--- src/rtl/pkt_axis_arbiter_pkg.sv ---
// Shared constants and FSM encoding for the packet-granular AXI-stream arbiter.
package pkt_axis_arbiter_pkg;

  localparam int unsigned DATA_W  = 64;
  localparam int unsigned TAG_MSB = 63;
  localparam int unsigned TAG_LSB = 56;
  localparam int unsigned LEN_MSB = 31;
  localparam int unsigned LEN_LSB = 0;

  localparam logic [TAG_MSB-TAG_LSB:0] ROUTE_TAG = 8'h01;

  typedef enum logic [1:0] {
    ST_IDLE = 2'd0,
    ST_HDR  = 2'd1,
    ST_PAY  = 2'd2
  } arb_state_t;

endpackage

--- src/rtl/pkt_axis_arbiter_rr_arbiter.sv ---
// Combinational round-robin picker: first requester after last_gnt wins.
module rr_arbiter #(
  parameter int unsigned N  = 4,
  parameter int unsigned IW = 2
) (
  input  logic [N-1:0]  req,
  input  logic [IW-1:0] last_gnt,
  output logic [N-1:0]  gnt,
  output logic [IW-1:0] gnt_idx
);

  localparam logic [IW:0] N_W = (IW+1)'(N);

  logic [IW:0] cand;
  logic        found;

  // Scan offsets 1..N from the last owner; modulo done by one conditional subtract.
  always_comb begin
    gnt     = '0;
    gnt_idx = '0;
    found   = 1'b0;
    cand    = '0;
    for (int unsigned i = 1; i <= N; i++) begin
      cand = {1'b0, last_gnt} + (IW+1)'(i);
      if (cand >= N_W) cand = cand - N_W;
      if (!found && req[cand[IW-1:0]]) begin
        found   = 1'b1;
        gnt_idx = cand[IW-1:0];
      end
    end
    gnt[gnt_idx] = found;
  end

endmodule

--- src/rtl/pkt_axis_arbiter.sv ---
// Round-robin packet arbiter merging N_PORTS OpenFC-framed AXI streams onto one sink.
// Optional stall watchdog enabled by defining PKT_ARB_WDOG_EN.
module pkt_axis_arbiter
  import pkt_axis_arbiter_pkg::*;
#(
  parameter int unsigned N_PORTS = 4,
  parameter int unsigned TIMEOUT = 1024
) (
  input  logic                        CLK,
  input  logic                        RST_N,
  input  logic [DATA_W*N_PORTS-1:0]   S_AXIS_TDATA,
  input  logic [N_PORTS-1:0]          S_AXIS_TVALID,
  output logic [N_PORTS-1:0]          S_AXIS_TREADY,
  output logic [DATA_W-1:0]           M_AXIS_TDATA,
  output logic                        M_AXIS_TVALID,
  output logic                        M_AXIS_TLAST,
  input  logic                        M_AXIS_TREADY,
  output logic [N_PORTS-1:0]          GRANT,
  output logic                        ERR
);

  localparam int unsigned IW = $clog2(N_PORTS);

  if (N_PORTS < 2 || N_PORTS > 16) begin : g_bad_ports
    $error("pkt_axis_arbiter: N_PORTS must be 2..16");
  end
  if (TIMEOUT < 1) begin : g_bad_timeout
    $error("pkt_axis_arbiter: TIMEOUT must be at least 1");
  end

  arb_state_t               state, state_nxt;
  logic [N_PORTS-1:0]       grant;
  logic [IW-1:0]            last_gnt;
  logic [LEN_MSB:LEN_LSB]   togo;

  logic [N_PORTS-1:0]       arb_gnt;
  logic [IW-1:0]            arb_idx;
  logic [DATA_W-1:0]        s_data [N_PORTS];
  logic [DATA_W-1:0]        sel_data;
  logic                     busy, sel_valid, hs, is_route, len_zero, last_word, abort;
  logic [LEN_MSB:LEN_LSB]   len;

  for (genvar i = 0; i < N_PORTS; i++) begin : g_unpack
    assign s_data[i] = S_AXIS_TDATA[DATA_W*i +: DATA_W];
  end

  rr_arbiter #(
    .N  (N_PORTS),
    .IW (IW)
  ) u_rr (
    .req      (S_AXIS_TVALID),
    .last_gnt (last_gnt),
    .gnt      (arb_gnt),
    .gnt_idx  (arb_idx)
  );

  // last_gnt doubles as the mux select while a packet is in flight.
  assign busy      = (state != ST_IDLE);
  assign sel_data  = s_data[last_gnt];
  assign sel_valid = busy && S_AXIS_TVALID[last_gnt];
  assign hs        = sel_valid && M_AXIS_TREADY;
  assign is_route  = (sel_data[TAG_MSB:TAG_LSB] == ROUTE_TAG);
  assign len       = sel_data[LEN_MSB:LEN_LSB];
  assign len_zero  = (len == '0);
  assign last_word = sel_valid &&
                     (((state == ST_HDR) && !is_route && len_zero) ||
                      ((state == ST_PAY) && (togo == 32'd1)));

`ifdef PKT_ARB_WDOG_EN
  localparam int unsigned SW = $clog2(TIMEOUT + 1);

  logic [SW-1:0] stall_cnt;
  logic          err_q;

  assign abort = busy && !hs && (stall_cnt == SW'(TIMEOUT - 1));
  assign ERR   = err_q;

  always_ff @(posedge CLK or negedge RST_N) begin
    if (!RST_N) begin
      stall_cnt <= '0;
      err_q     <= 1'b0;
    end else begin
      if (!busy || hs || abort) stall_cnt <= '0;
      else                      stall_cnt <= stall_cnt + SW'(1);
      if (abort) err_q <= 1'b1;
    end
  end
`else
  assign abort = 1'b0;
  assign ERR   = 1'b0;
`endif

  always_ff @(posedge CLK or negedge RST_N) begin
    if (!RST_N) state <= ST_IDLE;
    else        state <= state_nxt;
  end

  always_comb begin
    state_nxt = state;
    unique case (state)
      ST_IDLE: if (|S_AXIS_TVALID)     state_nxt = ST_HDR;
      ST_HDR:  if (hs && !is_route)    state_nxt = len_zero ? ST_IDLE : ST_PAY;
      ST_PAY:  if (hs && togo == 32'd1) state_nxt = ST_IDLE;
      default:                         state_nxt = ST_IDLE;
    endcase
    if (abort) state_nxt = ST_IDLE;
  end

  always_comb begin
    M_AXIS_TDATA  = busy ? sel_data : '0;
    M_AXIS_TVALID = sel_valid;
    M_AXIS_TLAST  = last_word;
    S_AXIS_TREADY = grant & {N_PORTS{M_AXIS_TREADY}};
    GRANT         = grant;
  end

  always_ff @(posedge CLK or negedge RST_N) begin
    if (!RST_N) begin
      grant    <= '0;
      last_gnt <= IW'(N_PORTS - 1);
      togo     <= '0;
    end else begin
      if (state == ST_IDLE && |S_AXIS_TVALID) begin
        grant    <= arb_gnt;
        last_gnt <= arb_idx;
      end else if (state_nxt == ST_IDLE) begin
        grant    <= '0;
      end
      // togo holds at 1 on the final word, so a full 32-bit length never wraps.
      if (hs && state == ST_HDR && !is_route && !len_zero)
        togo <= len;
      else if (hs && state == ST_PAY && togo != 32'd1)
        togo <= togo - 32'd1;
    end
  end

endmodule

--- config.mk ---
export PLATFORM = sky130hd
export DESIGN_NAME = pkt_axis_arbiter
export DESIGN_NICKNAME = d
export VERILOG_FILES = /design/src/rtl/pkt_axis_arbiter_pkg.sv /design/src/rtl/pkt_axis_arbiter_rr_arbiter.sv /design/src/rtl/pkt_axis_arbiter.sv
export SDC_FILE = /design/constraint.sdc
export NUM_CORES = 1
export LEC_CHECK = 0
export CAP_MARGIN = 20
export CELL_PAD_IN_SITES_DETAIL_PLACEMENT = 0
export CELL_PAD_IN_SITES_GLOBAL_PLACEMENT = 1
export CORE_MARGIN = 8
export CORE_UTILIZATION = 24
export DETAILED_ROUTE_END_ITERATION = 8
export GPL_ROUTABILITY_DRIVEN = 0
export GPL_TIMING_DRIVEN = 0
export PLACE_DENSITY = 0.9
export SETUP_SLACK_MARGIN = 0.2
export SKIP_LAST_GASP = 1
export SLEW_MARGIN = 20
export SYNTH_ARGS = -nofsm -noshare
export SYNTH_HDL_FRONTEND = slang
export SYNTH_SLANG_ARGS = --single-unit
--- constraint.sdc ---
create_clock -name CLK -period 3.4 [get_ports CLK]
set_input_delay 0.51 -clock CLK [delete_from_list [all_inputs] [get_ports CLK]]
set_output_delay 0.51 -clock CLK [all_outputs]
set_load 0.03 [all_outputs]
==> impl_metrics.env <==
export IMPL_worst_pin_slew_ps=973
export IMPL_drt_antenna_violating_nets=0
export IMPL_cts_buffer_depth=2
export IMPL_crit_top_cell="buf_6"
export IMPL_final_period_utilization_pct=104
export IMPL_die_area_um2=22900
export IMPL_leakage_nw=3.42
export IMPL_io_pins=338
export IMPL_place_inst=988
export IMPL_cp_num_buf_inv=4
export IMPL_grt_usage_pct=23.6
export IMPL_grt_pass1_wl_um=39300
export IMPL_core_area_um2=18000
export IMPL_ys_async_sr_fraction_pct=100
export IMPL_worstPathRequired_ps=2890
export IMPL_dieWidth_um=151
export IMPL_drc=0
export IMPL_slowest_delay_ps=540
export IMPL_critPathArrivalTime_ps=3030
export IMPL_synth_edf_count=0
export IMPL_cp_start_kind="register"
export IMPL_hold_buffers=0
export IMPL_ys_seq_area_share_pct=22.8
export IMPL_totalWireLength_um=27400
export IMPL_dpl_cell_area_um2=8070
export IMPL_reg2reg_to="togo[7]"
export IMPL_pwr_density_cell_nw_per_um2=839
export IMPL_start_util_pct=24.5
export IMPL_crit_slowest_cell="mux4_2"
export IMPL_fmax_ghz=0.282
export IMPL_die_h_um=151
export IMPL_slew_viol_final=0
export IMPL_max_cap_violations=0
export IMPL_syn_avg_cell_area_um2=10.4
export IMPL_ys_seq_elements=40
export IMPL_worstPathMaxFanout=5
export IMPL_firstDrtPassIters=5
export IMPL_ys_warn_count=0
export IMPL_setup_violations=1
export IMPL_root_buffer="clkbuf_16"
export IMPL_hold_path_class="in2async"
export IMPL_skew_ps=10.1
export IMPL_final_layout_size_suffix_gt1_share_pct=19.3
export IMPL_synth_most_common_cell="and2_1"
export IMPL_finalHoldViolCount=0
export IMPL_r2r_start="last_gnt[0]"
export IMPL_post_drt_wl_per_cell_um=26.5
export IMPL_path_class="reg2out"
export IMPL_setup_ws_ps=-140
export IMPL_htree_levels=2
export IMPL_synth_main_ff_cell="dfrtp_1"
export IMPL_clkTransAtPathRegs_ps=60
export IMPL_grt_pass1_vias=5890
export IMPL_synth_cells=422
export IMPL_endpoint_kind="primary output"
export IMPL_period_needed_ps=3540
export IMPL_violations="setup timing"
export IMPL_grt_overflow_total=0
export IMPL_cts_sinks=40
export IMPL_first_iter_violations=352
export IMPL_crit_chain="buf_6 -> bufbuf_16 -> buf_12 -> mux4_2 -> nor4_4 -> nand4_1 -> a211oi_2 -> and3_1 -> o21a_1 -> buf_6"
export IMPL_viasPerCell=5.30
export IMPL_final_cell_count_no_fill=1036
export IMPL_reg2regPathDepth=8
export IMPL_syn_num_nets=687
export IMPL_antenna_found_initial=7
export IMPL_ir_worst_vdd_mv=0.395
export IMPL_dpl_hpwl_um=22900
export IMPL_grt_setup_unrepaired="true"
export IMPL_reg2reg_slack_ps=320
export IMPL_yosys_top_cells_area="mux4_2, dfrtp_1, and2_1, nand2_1, nor4_1"
export IMPL_clk_latency_ps=290
export IMPL_cts_buffers=5
export IMPL_cts_tree="done"
export IMPL_ys_types=57
export IMPL_synth_common_cells="and2_1, mux4_2, dfrtp_1"
export IMPL_via_count=5486
export IMPL_syn2layout_area_growth_pct=100
export IMPL_status="finished, violations left"
export IMPL_timing_slew_headroom_pct=34.5
export IMPL_fin_nets=1066
export IMPL_grt_start_max_net_pins=22
export IMPL_design_area_um2=8810
export IMPL_synth_area_um2=4400
export IMPL_io_buffers=336
export IMPL_synth_top_area_cell="mux4_2"
export IMPL_cpLargestDelayFamily="simple AND/OR/NAND/NOR gates"
export IMPL_rows=49
export IMPL_synth_top_area_share_pct=33.3
-- timing repair --
item	4_1_cts	5_1_grt
cloned	3	0
setup endpoints to repair	100	44
hold endpoints to repair	0	0
pin swaps	7	9
setup buffers	26	6
gates resized for setup	80	21
-- worst reg2reg max path: stages, from the launching register on --
cell and delay, ps:
dfstp_2 520, buf_6 100, buf_4 150, mux4_2 530, nor4b_4 180, a2111oi_4 690
clkbuf_1 520, a22oi_1 190, o21ai_1 130
-- layout by cell type, fill, tap and decap left out, types with 3 or more instances in the layout --
cell and instances:
a32o_1 4, nand3_1 19, or4_1 6, nor4_1 8, xor2_1 7, a22oi_1 5
buf_2 4, o311ai_1 9, diode_2 5, clkdlybuf4s50_1 298, buf_6 8, o21ai_1 4
or3_1 4, o221ai_1 3, mux4_2 65, dlygate4sd2_1 26, a21oi_1 13, buf_16 4
and2_1 69, buf_12 5, nand2_1 34, dlymetal6s2s_1 10, buf_4 35, nor3_1 4
clkbuf_1 10, nor4_2 7, nor2_1 21, dfrtp_1 38, o21ai_0 5, clkbuf_16 5
inv_1 10, nand4_1 3, o211ai_1 12
-- worst max-delay path by stage --
| stage | cells past startpoint | start | to |
|---|---|---|---|
| floorplan | 9 | last_gnt[1] | M_AXIS_TLAST |
| finish | 10 | last_gnt[0] | M_AXIS_TLAST |
| CTS | 11 | last_gnt[0] | M_AXIS_TLAST |
| global route | 11 | last_gnt[0] | M_AXIS_TLAST |
| global placement | 10 | last_gnt[1] | M_AXIS_TLAST |
| detailed placement | 10 | last_gnt[1] | M_AXIS_TLAST |
-- power breakdown --
group | internal [W] | total (W) | switching [W]
clock network | 0.000346 | 0.000553 | 0.000207
logic | 0.00280 | 0.00592 | 0.00312
registers | 0.000704 | 0.000921 | 0.000217
-- cell type report --
cell class | count | area (um2)
antenna | 5 | 12.5
sequential | 40 | 1000
buffer | 33 | 307
inverter | 10 | 37.5
timing repair buffer | 372 | 3720
clock buffer | 6 | 129
tap | 229 | 287
multi-input combinational | 339 | 3280
clock inverter | 2 | 35.0
fill | 1639 | 9150
-- state kept, by name, summed over array words and instances (netlist names) --
signal,flops
togo,32
state,2
last_gnt,2
GRANT,4
-- routing by layer --
metal  up-vias  routed length (um)  track usage, %  share of wire [%]
li1       2442                   -               -                  -
met1      2664                9620            26.6                 35
met2       330               14500            40.4                 53
met3        46                2820            8.78                 10
met4         4                 503            7.72                1.8
met5         -                  27               0              0.098
-- cells by family (layout without fill, tap and decap cells) --
kind of cell	count (synthesis)	in the layout	synth area share, %
and+or+nand+nor	191	191	24.5
other	1	6	0.0852
muxes	65	65	33.3
adders and majority gates	2	2	0.569
xor gates and xnor gates	7	7	1.39
DFF	40	40	22.8
AOI/OAI and AO/OA	73	73	12.7
buffers and inverters	43	423	4.64
-- stage by stage --
stage / util (%) / hold slack (ps) / TNS [ps] / worst slack (ps) / total power (W)
2_1_floorplan: - / 214 / 0 / 239 / 0.00415
3_3_place_gp: 44.8 / 482 / -21240 / -1170 / 0.00623
3_5_place_dp: 44.9 / 486 / -24200 / -1160 / 0.00627
4_1_cts: 48.3 / 226 / -118 / -118 / 0.00729
5_1_grt: 49.1 / 256 / -214 / -214 / 0.00777
6_report: 49.1 / 213 / -140 / -140 / 0.00740
Power figures use the tool's default switching activity.
